===== config.mk =====
export PLATFORM = sky130hd
export DESIGN_NAME = io_channel_unit
export DESIGN_NICKNAME = d
export VERILOG_FILES = /design/src/rtl/io_pkg.sv /design/src/rtl/io_channel.sv /design/src/rtl/io_channel_unit.sv
export SDC_FILE = /design/constraint.sdc
export NUM_CORES = 1
export LEC_CHECK = 0
export ABC_AREA = 1
export CAP_MARGIN = 15
export CORE_MARGIN = 2
export CORE_UTILIZATION = 45
export CTS_BUF_LIST = sky130_fd_sc_hd__clkbuf_8 sky130_fd_sc_hd__clkbuf_16
export DETAILED_ROUTE_END_ITERATION = 10
export PLACE_DENSITY_LB_ADDON = 0.05
export SYNTH_ARGS = -nofsm -noshare
export SYNTH_HDL_FRONTEND = slang
export SYNTH_SLANG_ARGS = --single-unit

===== constraint.sdc =====
create_clock -name clk -period 1.5 [get_ports clk]
set_input_delay 0.225 -clock clk [delete_from_list [all_inputs] [get_ports clk]]
set_output_delay 0.225 -clock clk [all_outputs]
set_load 0.03 [all_outputs]

===== src/rtl/io_pkg.sv =====
// Shared definitions for the multi-channel programmed-I/O unit:
// default geometry, flag reset values and the interrupt priority encoder.
package io_pkg;

    localparam int DATA_W_DEF = 8;
    localparam int NCH_DEF    = 4;

    // Input flags start empty, output flags start idle (ready for a word).
    localparam logic FGI_RST = 1'b0;
    localparam logic FGO_RST = 1'b1;

    // Lowest set bit index of a 16-bit request vector (bit 0 has highest priority).
    // Returns 0 when no bit is set; callers only use it when a request exists.
    function automatic int lowest_set(input logic [15:0] v);
        int idx;
        idx = 0;
        for (int i = 15; i >= 0; i--) begin
            if (v[i]) idx = i;
        end
        return idx;
    endfunction

endpackage


===== src/rtl/io_channel.sv =====
// One I/O channel: input register INPR with flag FGI, output register OUTR
// with flag FGO, and the device-side valid/ready handshakes.
module io_channel
    import io_pkg::*;
#(
    parameter int DATA_W = DATA_W_DEF
)(
    input  logic              clk,
    input  logic              reset,
    input  logic              in_valid,
    input  logic [DATA_W-1:0] in_data,
    output logic              in_ready,
    output logic              out_valid,
    output logic [DATA_W-1:0] out_data,
    input  logic              out_ready,
    input  logic              cpu_inp,
    input  logic              cpu_out,
    input  logic [DATA_W-1:0] cpu_out_data,
    output logic [DATA_W-1:0] inpr,
    output logic              fgi,
    output logic              fgo
);

    logic [DATA_W-1:0] inpr_q, inpr_d;
    logic [DATA_W-1:0] outr_q, outr_d;
    logic              fgi_q, fgi_d;
    logic              fgo_q, fgo_d;

    // Next-state for both directions; capture needs FGI=0, so it never races an INP clear.
    always_comb begin
        inpr_d = inpr_q;
        outr_d = outr_q;
        fgi_d  = fgi_q;
        fgo_d  = fgo_q;
        if (in_valid && !fgi_q) begin
            inpr_d = in_data;
            fgi_d  = 1'b1;
        end else if (cpu_inp) begin
            fgi_d = 1'b0;
        end
        if (cpu_out && fgo_q) begin
            outr_d = cpu_out_data;
            fgo_d  = 1'b0;
        end else if (!fgo_q && out_ready) begin
            fgo_d = 1'b1;
        end
    end

    // Channel state registers, cleared asynchronously.
    always_ff @(posedge clk or negedge reset) begin
        if (!reset) begin
            inpr_q <= '0;
            outr_q <= '0;
            fgi_q  <= FGI_RST;
            fgo_q  <= FGO_RST;
        end else begin
            inpr_q <= inpr_d;
            outr_q <= outr_d;
            fgi_q  <= fgi_d;
            fgo_q  <= fgo_d;
        end
    end

    assign in_ready  = ~fgi_q;
    assign out_valid = ~fgo_q;
    assign out_data  = outr_q;
    assign inpr      = inpr_q;
    assign fgi       = fgi_q;
    assign fgo       = fgo_q;

endmodule


===== src/rtl/io_channel_unit.sv =====
// Multi-channel programmed-I/O unit: NCH io_channel instances plus the
// interrupt-enable flip-flop IEN, request flip-flop R with its latched vector,
// and the channel-select muxes for INP/OUT/SKI/SKO.
// Optional feature macro: IO_IRQ_MASK_EN adds a software-loadable per-channel
// interrupt mask (loaded by cpu_msk from cpu_out_data[NCH-1:0], needs NCH <= DATA_W).
module io_channel_unit
    import io_pkg::*;
#(
    parameter int DATA_W = DATA_W_DEF,
    parameter int NCH    = NCH_DEF,
    parameter int CH_W   = (NCH > 1) ? $clog2(NCH) : 1
)(
    input  logic                  clk,
    input  logic                  reset,
    input  logic [NCH-1:0]        in_valid,
    input  logic [NCH*DATA_W-1:0] in_data,
    output logic [NCH-1:0]        in_ready,
    output logic [NCH-1:0]        out_valid,
    output logic [NCH*DATA_W-1:0] out_data,
    input  logic [NCH-1:0]        out_ready,
    input  logic [CH_W-1:0]       cpu_ch_sel,
    input  logic                  cpu_inp,
    input  logic                  cpu_out,
    input  logic                  cpu_ion,
    input  logic                  cpu_iof,
    input  logic                  cpu_msk,
    input  logic [DATA_W-1:0]     cpu_out_data,
    output logic [DATA_W-1:0]     cpu_in_data,
    output logic                  fgi_sel,
    output logic                  fgo_sel,
    input  logic                  irq_window,
    input  logic                  irq_take,
    output logic                  irq,
    output logic [CH_W-1:0]       irq_vector,
    output logic                  ien
);

    logic [DATA_W-1:0] inpr [NCH];
    logic [NCH-1:0]    fgi;
    logic [NCH-1:0]    fgo;
    logic [NCH-1:0]    ch_inp;
    logic [NCH-1:0]    ch_out;
    logic [NCH-1:0]    mask;
    logic [NCH-1:0]    pend;

    logic              ien_q, ien_d;
    logic              irq_q, irq_d;
    logic [CH_W-1:0]   vec_q, vec_d;

    // Channel decode; a select value with no matching channel reads 0 and strobes nothing.
    always_comb begin
        ch_inp      = '0;
        ch_out      = '0;
        cpu_in_data = '0;
        fgi_sel     = 1'b0;
        fgo_sel     = 1'b0;
        for (int i = 0; i < NCH; i++) begin
            if (cpu_ch_sel == CH_W'(i)) begin
                ch_inp[i]   = cpu_inp;
                ch_out[i]   = cpu_out;
                cpu_in_data = inpr[i];
                fgi_sel     = fgi[i];
                fgo_sel     = fgo[i];
            end
        end
    end

    for (genvar g = 0; g < NCH; g++) begin : g_ch
        io_channel #(.DATA_W(DATA_W)) u_ch (
            .clk          (clk),
            .reset        (reset),
            .in_valid     (in_valid[g]),
            .in_data      (in_data[g*DATA_W +: DATA_W]),
            .in_ready     (in_ready[g]),
            .out_valid    (out_valid[g]),
            .out_data     (out_data[g*DATA_W +: DATA_W]),
            .out_ready    (out_ready[g]),
            .cpu_inp      (ch_inp[g]),
            .cpu_out      (ch_out[g]),
            .cpu_out_data (cpu_out_data),
            .inpr         (inpr[g]),
            .fgi          (fgi[g]),
            .fgo          (fgo[g])
        );
    end

`ifdef IO_IRQ_MASK_EN
    logic [NCH-1:0] mask_q, mask_d;

    // Mask reload from the low AC bits on cpu_msk.
    always_comb begin
        mask_d = mask_q;
        if (cpu_msk) mask_d = cpu_out_data[NCH-1:0];
    end

    // Mask register, every channel enabled out of reset.
    always_ff @(posedge clk or negedge reset) begin
        if (!reset) mask_q <= '1;
        else        mask_q <= mask_d;
    end

    assign mask = mask_q;
`else
    assign mask = '1;
`endif

    assign pend = (fgi | fgo) & mask;

    // IEN and R next-state; IOF and the interrupt cycle override ION, irq_take overrides a set.
    always_comb begin
        ien_d = ien_q;
        irq_d = irq_q;
        vec_d = vec_q;
        if (cpu_ion) ien_d = 1'b1;
        if (cpu_iof || irq_take) ien_d = 1'b0;
        if (irq_take) begin
            irq_d = 1'b0;
        end else if (irq_window && ien_q && (|pend) && !irq_q) begin
            irq_d = 1'b1;
            vec_d = CH_W'(lowest_set(16'(pend)));
        end
    end

    // Interrupt control registers.
    always_ff @(posedge clk or negedge reset) begin
        if (!reset) begin
            ien_q <= 1'b0;
            irq_q <= 1'b0;
            vec_q <= '0;
        end else begin
            ien_q <= ien_d;
            irq_q <= irq_d;
            vec_q <= vec_d;
        end
    end

    assign ien        = ien_q;
    assign irq        = irq_q;
    assign irq_vector = vec_q;

endmodule

==> results of run 1 <==
layout by cell type (no fill, tap or decap), types with 4 or more instances in the layout:
| cell | count |
|---|---|
| dlygate4sd2_1 | 36 |
| o21ai_1 | 19 |
| buf_12 | 7 |
| inv_1 | 23 |
| nand2_1 | 83 |
| clkdlybuf4s50_1 | 54 |
| dfrtp_1 | 72 |
| bufinv_16 | 4 |
| o21ai_2 | 16 |
| mux2_2 | 32 |
| clkbuf_2 | 4 |
| clkbuf_8 | 11 |
| buf_4 | 18 |
| nand2_2 | 5 |
| dfstp_2 | 4 |
| nor2_1 | 11 |
| nand4_1 | 9 |
kinds of logic after synthesis:
logic type / count (synthesis)
buffers and inverters: 42
DFF: 76
muxes: 32
and+or+nand+nor: 119
AOI/OAI and AO/OA: 43
worst max path at each step:
stage	start	end	slack (ns)	cells past startpoint
2_1_floorplan	g_ch[3].u_ch.fgo	fgo_sel	0.1	2
3_3_place_gp	cpu_ch_sel[1]	cpu_in_data[1]	-0.25	7
3_5_place_dp	cpu_ch_sel[1]	cpu_in_data[1]	-0.27	7
4_1_cts	g_ch[2].u_ch.fgo	fgo_sel	-0.03	4
5_1_grt	g_ch[3].u_ch.fgo	fgo_sel	-0.07	3
6_report	g_ch[3].u_ch.fgo	fgo_sel	-0.02	3
worst max-delay path, cell delays in order (launching register included):
cell       delay (ns)
dfstp_2          0.54
inv_2            0.05
o2111ai_2        0.21
buf_6            0.16
through the flow:
step / hold slack (ns) / setup TNS, ns / cell area (sq um) / util (%) / setup slack, ns
after floorplan: -0.07059 / 0 / 3291 / - / 0.09538
after global placement: 0.2767 / -5.956 / 4591 / 63.98 / -0.2466
after detailed placement: 0.2780 / -7.628 / 4591 / 63.98 / -0.2743
after CTS: 0.4104 / -0.02851 / 4852 / 67.62 / -0.02851
after global routing: 0.3930 / -0.07443 / 4886 / 68.09 / -0.07443
final: 0.3548 / -0.02496 / 4886 / 68.09 / -0.02496
flip-flops by register name, indices dropped and copies added (netlist names):
signal              flops
irq                     1
g_ch.u_ch.fgi           4
ien                     1
irq_vector              2
g_ch.u_ch.inpr         32
g_ch.u_ch.out_data     32
g_ch.u_ch.fgo           4
report_power, final:
part	total (mW)	internal, mW	leakage (nW)	switching [mW]
clock	2.09	1.36	0.136	0.729
combinational	2.26	1.01	1.29	1.25
sequential	2.91	2.61	0.915	0.297
final cells by class:
cell class / instances / area, sq um / area share, %
flip-flops and latches: 76 / 1907 / 39.03
multi-input cells: 194 / 1209 / 24.74
clock buffers: 11 / 151.4 / 3.099
repair buffers: 130 / 1271 / 26.02
inverters: 27 / 103.9 / 2.125
clock inverters: 4 / 120.1 / 2.458
well taps: 99 / 123.9 / 2.535
routing by layer:
metal,share of wire (%),routed length [microns]
met1,45,3585
met2,47,3693
met3,6.4,510
met4,1.5,118
met5,0,0
timing repair:
action                                  4_1_cts  5_1_grt
cloned                                        0        1
buffers inserted                              1        2
endpoints found under the setup margin       54       13
hold buffers                                  1        0
endpoints found under the hold margin        72        0
pin swaps                                     2        6
gates resized for setup                      57       20
==> run summary, run 1 <==
Most common cell in the synthesized netlist: nand2_1
Finished Layout Cells: 541
Placed Instances: 522
Worst-Margin Slew: 0.4059 ns
Largest area contributor in the netlist: dfrtp_1
Die height: 89.52 microns
Effective utilization at floorplan: 45.86%
Worst Hold Path Cells: 4
R2R Setup Slk: 0.19 ns
Area delta synth->final: 48.48%
Clk buf depth: 2
Final setup fails: 1
Vias after detailed routing: 2,624
Wirelength, routed: 7907 microns
Final Hold Vio Count: 0
Worst hold path class: in -> reg
Failing checks: setup timing
Total CTS buffers: 9
Largest net degree at the start of global routing: 77
GRT met3 Usage: 4.801%
Hold-critical path endpoint: g_ch[1].u_ch.fgi
DR WL/cell: 14.62 microns
Share of cells above drive strength 1: 27.38%
Mux cell area share after synthesis: 10.95%
Fin worst setup slack: -0.02496 ns
Worst-Skew Late Latency: 0.34 ns
GRT Resource Usage Total: 20.50%
Yosys reg bits: 76
CP endpoint kind: output port
Detailed router's first-iteration violation count: 98
P per Cell Area: 1485 nW/um^2
Synth Area in Compound Gates: 8.745%
Synth warnings: 0
P_leak: 2.337 nW
Clk sink count: 76
Die Span X: 89.52 microns
Clk_skew: 0.009719 ns
Top Ports: 113
Vias in the first global route: 2,589
Htree depth: 3
CTS root buf: clkbuf_8
Post-synth top area share: 54.75%
1st-pass router iterations: 4
Post-Synth Simple-Gate Area: 15.93%
Synth cell types: 25
Inserted Diodes: 0
First-pass GRT wire length: 12,330 microns
Setup Crit Path Kind: reg -> out
Status: finished with violations
Synth top area cells: dfrtp_1, mux2_2, nand2_1
Antenna viol nets, final: 0
GP Congestion: 0.8096
Cell Rows: 31
Initial antenna violation count: 0
CTS tree: built
Crit start category: flop
Overflow after GRT: 0
Max Slew Vio Count: 0
Crit share post-route: 101.7%
Required time worst endpoint: 1.27 ns
Synth Net Count: 371
Synth async-reset ratio: 100.0%
Max-cap violation count: 0
Largest family of logic cells by synthesized area: simple AND/OR/NAND/NOR gates
Sequential fraction of the synthesis area: 57.95%
Die area: 8013 sq um
NumNets Final: 497
IR drop worst, VDD: 0.0008610 V
HP Start: cpu_ch_sel[0]
Half-perimeter wire length after placement: 5701 microns
R2R Path End: g_ch[0].u_ch.inpr[2]
GR Util met2: 32.32%
Global Route met1 Usage: 28.09%
Synth Area in XOR/XNOR: 0%
Port bufs: 111
Gr busiest metal: met2
Reg2Reg Depth: 4
Fillcell total: 566
Post-synthesis adder-cell area fraction: 0%
Via density: 4.850
Design Power: 7.255 mW
Drt drc: 0
Avg Cell Area, Syn: 10.55 sq um
Arrival time at the worst endpoint: 1.30 ns
Core footprint: 7176 sq um
Critical path peak fanout: 3
Post-Syn Area: 3291 sq um
Post-synth top flop: dfrtp_1
Synth top cells by count: nand2_1, dfrtp_1, mux2_2
RSZ-0062 raised after global routing: true
Min Tclk post-route: 1.525 ns
Cells after Synth: 312
CTS clock-pin slew for the worst setup and hold paths: 0.08 ns
Max_slew headroom: 72.94%
Fmax: 655.8 MHz
Worst flop-to-flop path startpoint: g_ch[0].u_ch.fgi
Number of synthesized flops with an enable pin: 0
Note: power is estimated with default switching activity, not from simulation.
==> inputs of run 2 (changes only) <==
Settings changed: GPL_TIMING_DRIVEN from default to 0.
==> run 2 against run 1 <==
Effect of this change: the run still ends with setup timing left; wire length is 4.2% higher; setup slack better by 0.0091 ns; first-iteration DRC count is 35% higher; combinational power is 4% lower; total power is 7.9% lower; sequential share of layout area is 1.3 points higher; flip-flop and latch count stayed put; critical path type unchanged; highest routed layer unchanged.
==> run summary, run 2 (synthesized netlist as in run 1, its figures left out) <==
Half-perimeter wire length after placement: 5959 microns (+4.5%)
Largest net degree at the start of global routing: 49 (-36%)
Max_slew headroom: 72.67% (-0.27 points)
Final setup fails: 1 (unchanged)
Total CTS buffers: 9 (unchanged)
Area delta synth->final: 43.65%
Max Slew Vio Count: 0 (unchanged)
DR WL/cell: 15.11 microns (+3.4%)
Vias in the first global route: 2,599 (+0.39%)
Crit share post-route: 101.1% (-0.61 points)
Status: finished with violations
Share of cells above drive strength 1: 28.70% (+1.3 points)
Clk_skew: 0.008733 ns (-0.0009862 ns)
Clk sink count: 76 (unchanged)
Wirelength, routed: 8237 microns (+4.2%)
Setup Crit Path Kind: reg -> out
Detailed router's first-iteration violation count: 132 (+35%)
Inserted Diodes: 0 (unchanged)
Die area: 8013 sq um (unchanged)
NumNets Final: 500 (+0.60%)
P_leak: 2.281 nW (-2.4%)
Core Util, Final: 65.88% (-2.2 points)
Worst flop-to-flop path startpoint: g_ch[3].u_ch.fgo
1st-pass router iterations: 5 (+1)
CP endpoint kind: output port
Final Hold Vio Count: 0 (unchanged)
First-pass GRT wire length: 12,830 microns (+4.0%)
Worst-Margin Slew: 0.4099 ns (+0.004047 ns)
Port bufs: 111 (unchanged)
Top Ports: 113 (unchanged)
Most common cell after layout, fill and taps aside: nand2_1
Required time worst endpoint: 1.27 ns (about the same)
Fillcell total: 614 (+8.5%)
Worst hold path class: in -> async
R2R Path End: g_ch[3].u_ch.out_data[7]
Failing checks: setup timing
R2R Setup Slk: 0.13 ns (-0.06 ns)
Fmax: 659.7 MHz (+0.60%)
Overflow after GRT: 0 (unchanged)
Antenna viol nets, final: 0 (unchanged)
GRT Resource Usage Total: 21.49% (+0.99 points)
Crit start category: flop
Min Tclk post-route: 1.516 ns (-0.009146 ns)
Drt drc: 0 (unchanged)
Vias after detailed routing: 2,643 (+0.72%)
Reg2Reg Depth: 6 (+2)
Htree depth: 3 (unchanged)
Final hold slack: 0.3632 ns (+0.008338 ns)
CTS clock-pin slew for the worst setup and hold paths: 0.08 ns (about the same)
Total negative slack: -0.01581 ns (+0.009146 ns)
P per Cell Area: 1413 nW/um^2 (-4.8%)
Arrival time at the worst endpoint: 1.29 ns (about the same)
Worst-Skew Late Latency: 0.33 ns (about the same)
Most frequent cells in the layout: nand2_1, dfrtp_1, clkdlybuf4s50_1
Via density: 4.850 (about the same)
Fin worst setup slack: -0.01581 ns (+0.009146 ns)
Cell Rows: 31 (unchanged)
Die Span X: 89.52 microns (unchanged)
RSZ-0062 raised after global routing: true
Effective utilization at floorplan: 45.86% (unchanged)
CTS root buf: clkbuf_8
Max-cap violation count: 0 (unchanged)
Initial antenna violation count: 0 (unchanged)
Clk buf depth: 2 (unchanged)
Core footprint: 7176 sq um (unchanged)
CTS tree: built
Critical path peak fanout: 3 (unchanged)
Die height: 89.52 microns (unchanged)
GP Congestion: 0.8467 (+4.6%)
IR drop worst, VDD: 0.0007169 V (-17%)
## run 2: cell count changes in the layout (fill, tap and decap cells not counted), moves of 2 or more
cell	before	now
nor2_4	2	0
clkinvlp_4	0	2
clkdlybuf4s15_1	3	1
buf_6	3	7
bufinv_16	4	1
nor2_2	1	3
buf_2	2	14
clkbuf_2	4	0
buf_12	7	0
## run 2: area by class of cell
class / count / area (sq um) / share of cell area (%)
Multi-Input combinational cell: 194 / 1184 / 25.04
Sequential cell: 76 / 1907 / 40.34
Clock inverter: 5 / 58.81 / 1.244
Timing Repair Buffer: 118 / 1072 / 22.68
Inverter: 27 / 103.9 / 2.197
Buffer: 15 / 126.4 / 2.673
Tap cell: 99 / 123.9 / 2.620
Clock buffer: 11 / 151.4 / 3.203
## run 2: through the flow
step	instance area [sq um]	power [mW]	setup WS [ns]	std cells
global route	4727	7.051	-0.06588	545
finish	4727	6.681	-0.01581	545
floorplan	3291	4.301	0.09538	312
CTS	4725	6.753	-0.01842	544
detailed placement	4551	5.329	-0.8986	523
global placement	4526	5.256	-2.480	522
## run 2: power breakdown
group | internal, mW | switching [mW]
combinational | 0.937 | 1.23
sequential | 2.61 | 0.301
clock | 0.863 | 0.738
total | 4.41 | 2.27
## run 2: worst max-delay path by stage
stage	depth (start not counted)	from	slack (ns)	endpoint
global placement	1	reset	-2.48	g_ch[1].u_ch.inpr[4]
CTS	4	g_ch[1].u_ch.fgo	-0.02	fgo_sel
detailed placement	7	cpu_ch_sel[1]	-0.90	fgi_sel
floorplan	2	g_ch[3].u_ch.fgo	0.1	fgo_sel
global route	3	g_ch[3].u_ch.fgo	-0.07	fgo_sel
finish	4	g_ch[1].u_ch.fgo	-0.02	fgo_sel
## run 2: repair_timing
action / CTS / global route
setup buffers: 4 / 1
gates cloned: 0 / 0
setup endpoints to repair: 54 / 14
hold endpoints to repair: 28 / 0
pin swaps: 2 / 0
hold buffers: 1 / 0
gates resized for setup: 144 / 9
## run 2: critical path, cell delays in order, from the launching register on
cell and delay, ns:
dfstp_2 0.57, buf_6 0.12, nand2_2 0.04, o2111ai_2 0.07
buf_6 0.16
## run 2: metal layers
metal  up-vias  GRT usage (%)  part of all wire, %
met4         0          5.563                 0.74
met3         5          5.540                  6.1
met5         -              0                    0
met1      1280          30.14                   46
met2        74          33.54                   47
li1       1284              -                    -
==> inputs of run 3 (changes only) <==
Settings changed: SLEW_MARGIN from default to 20.
==> results of run 3 <==
The final DEF is identical to that of run 2; final timing and power are the same.
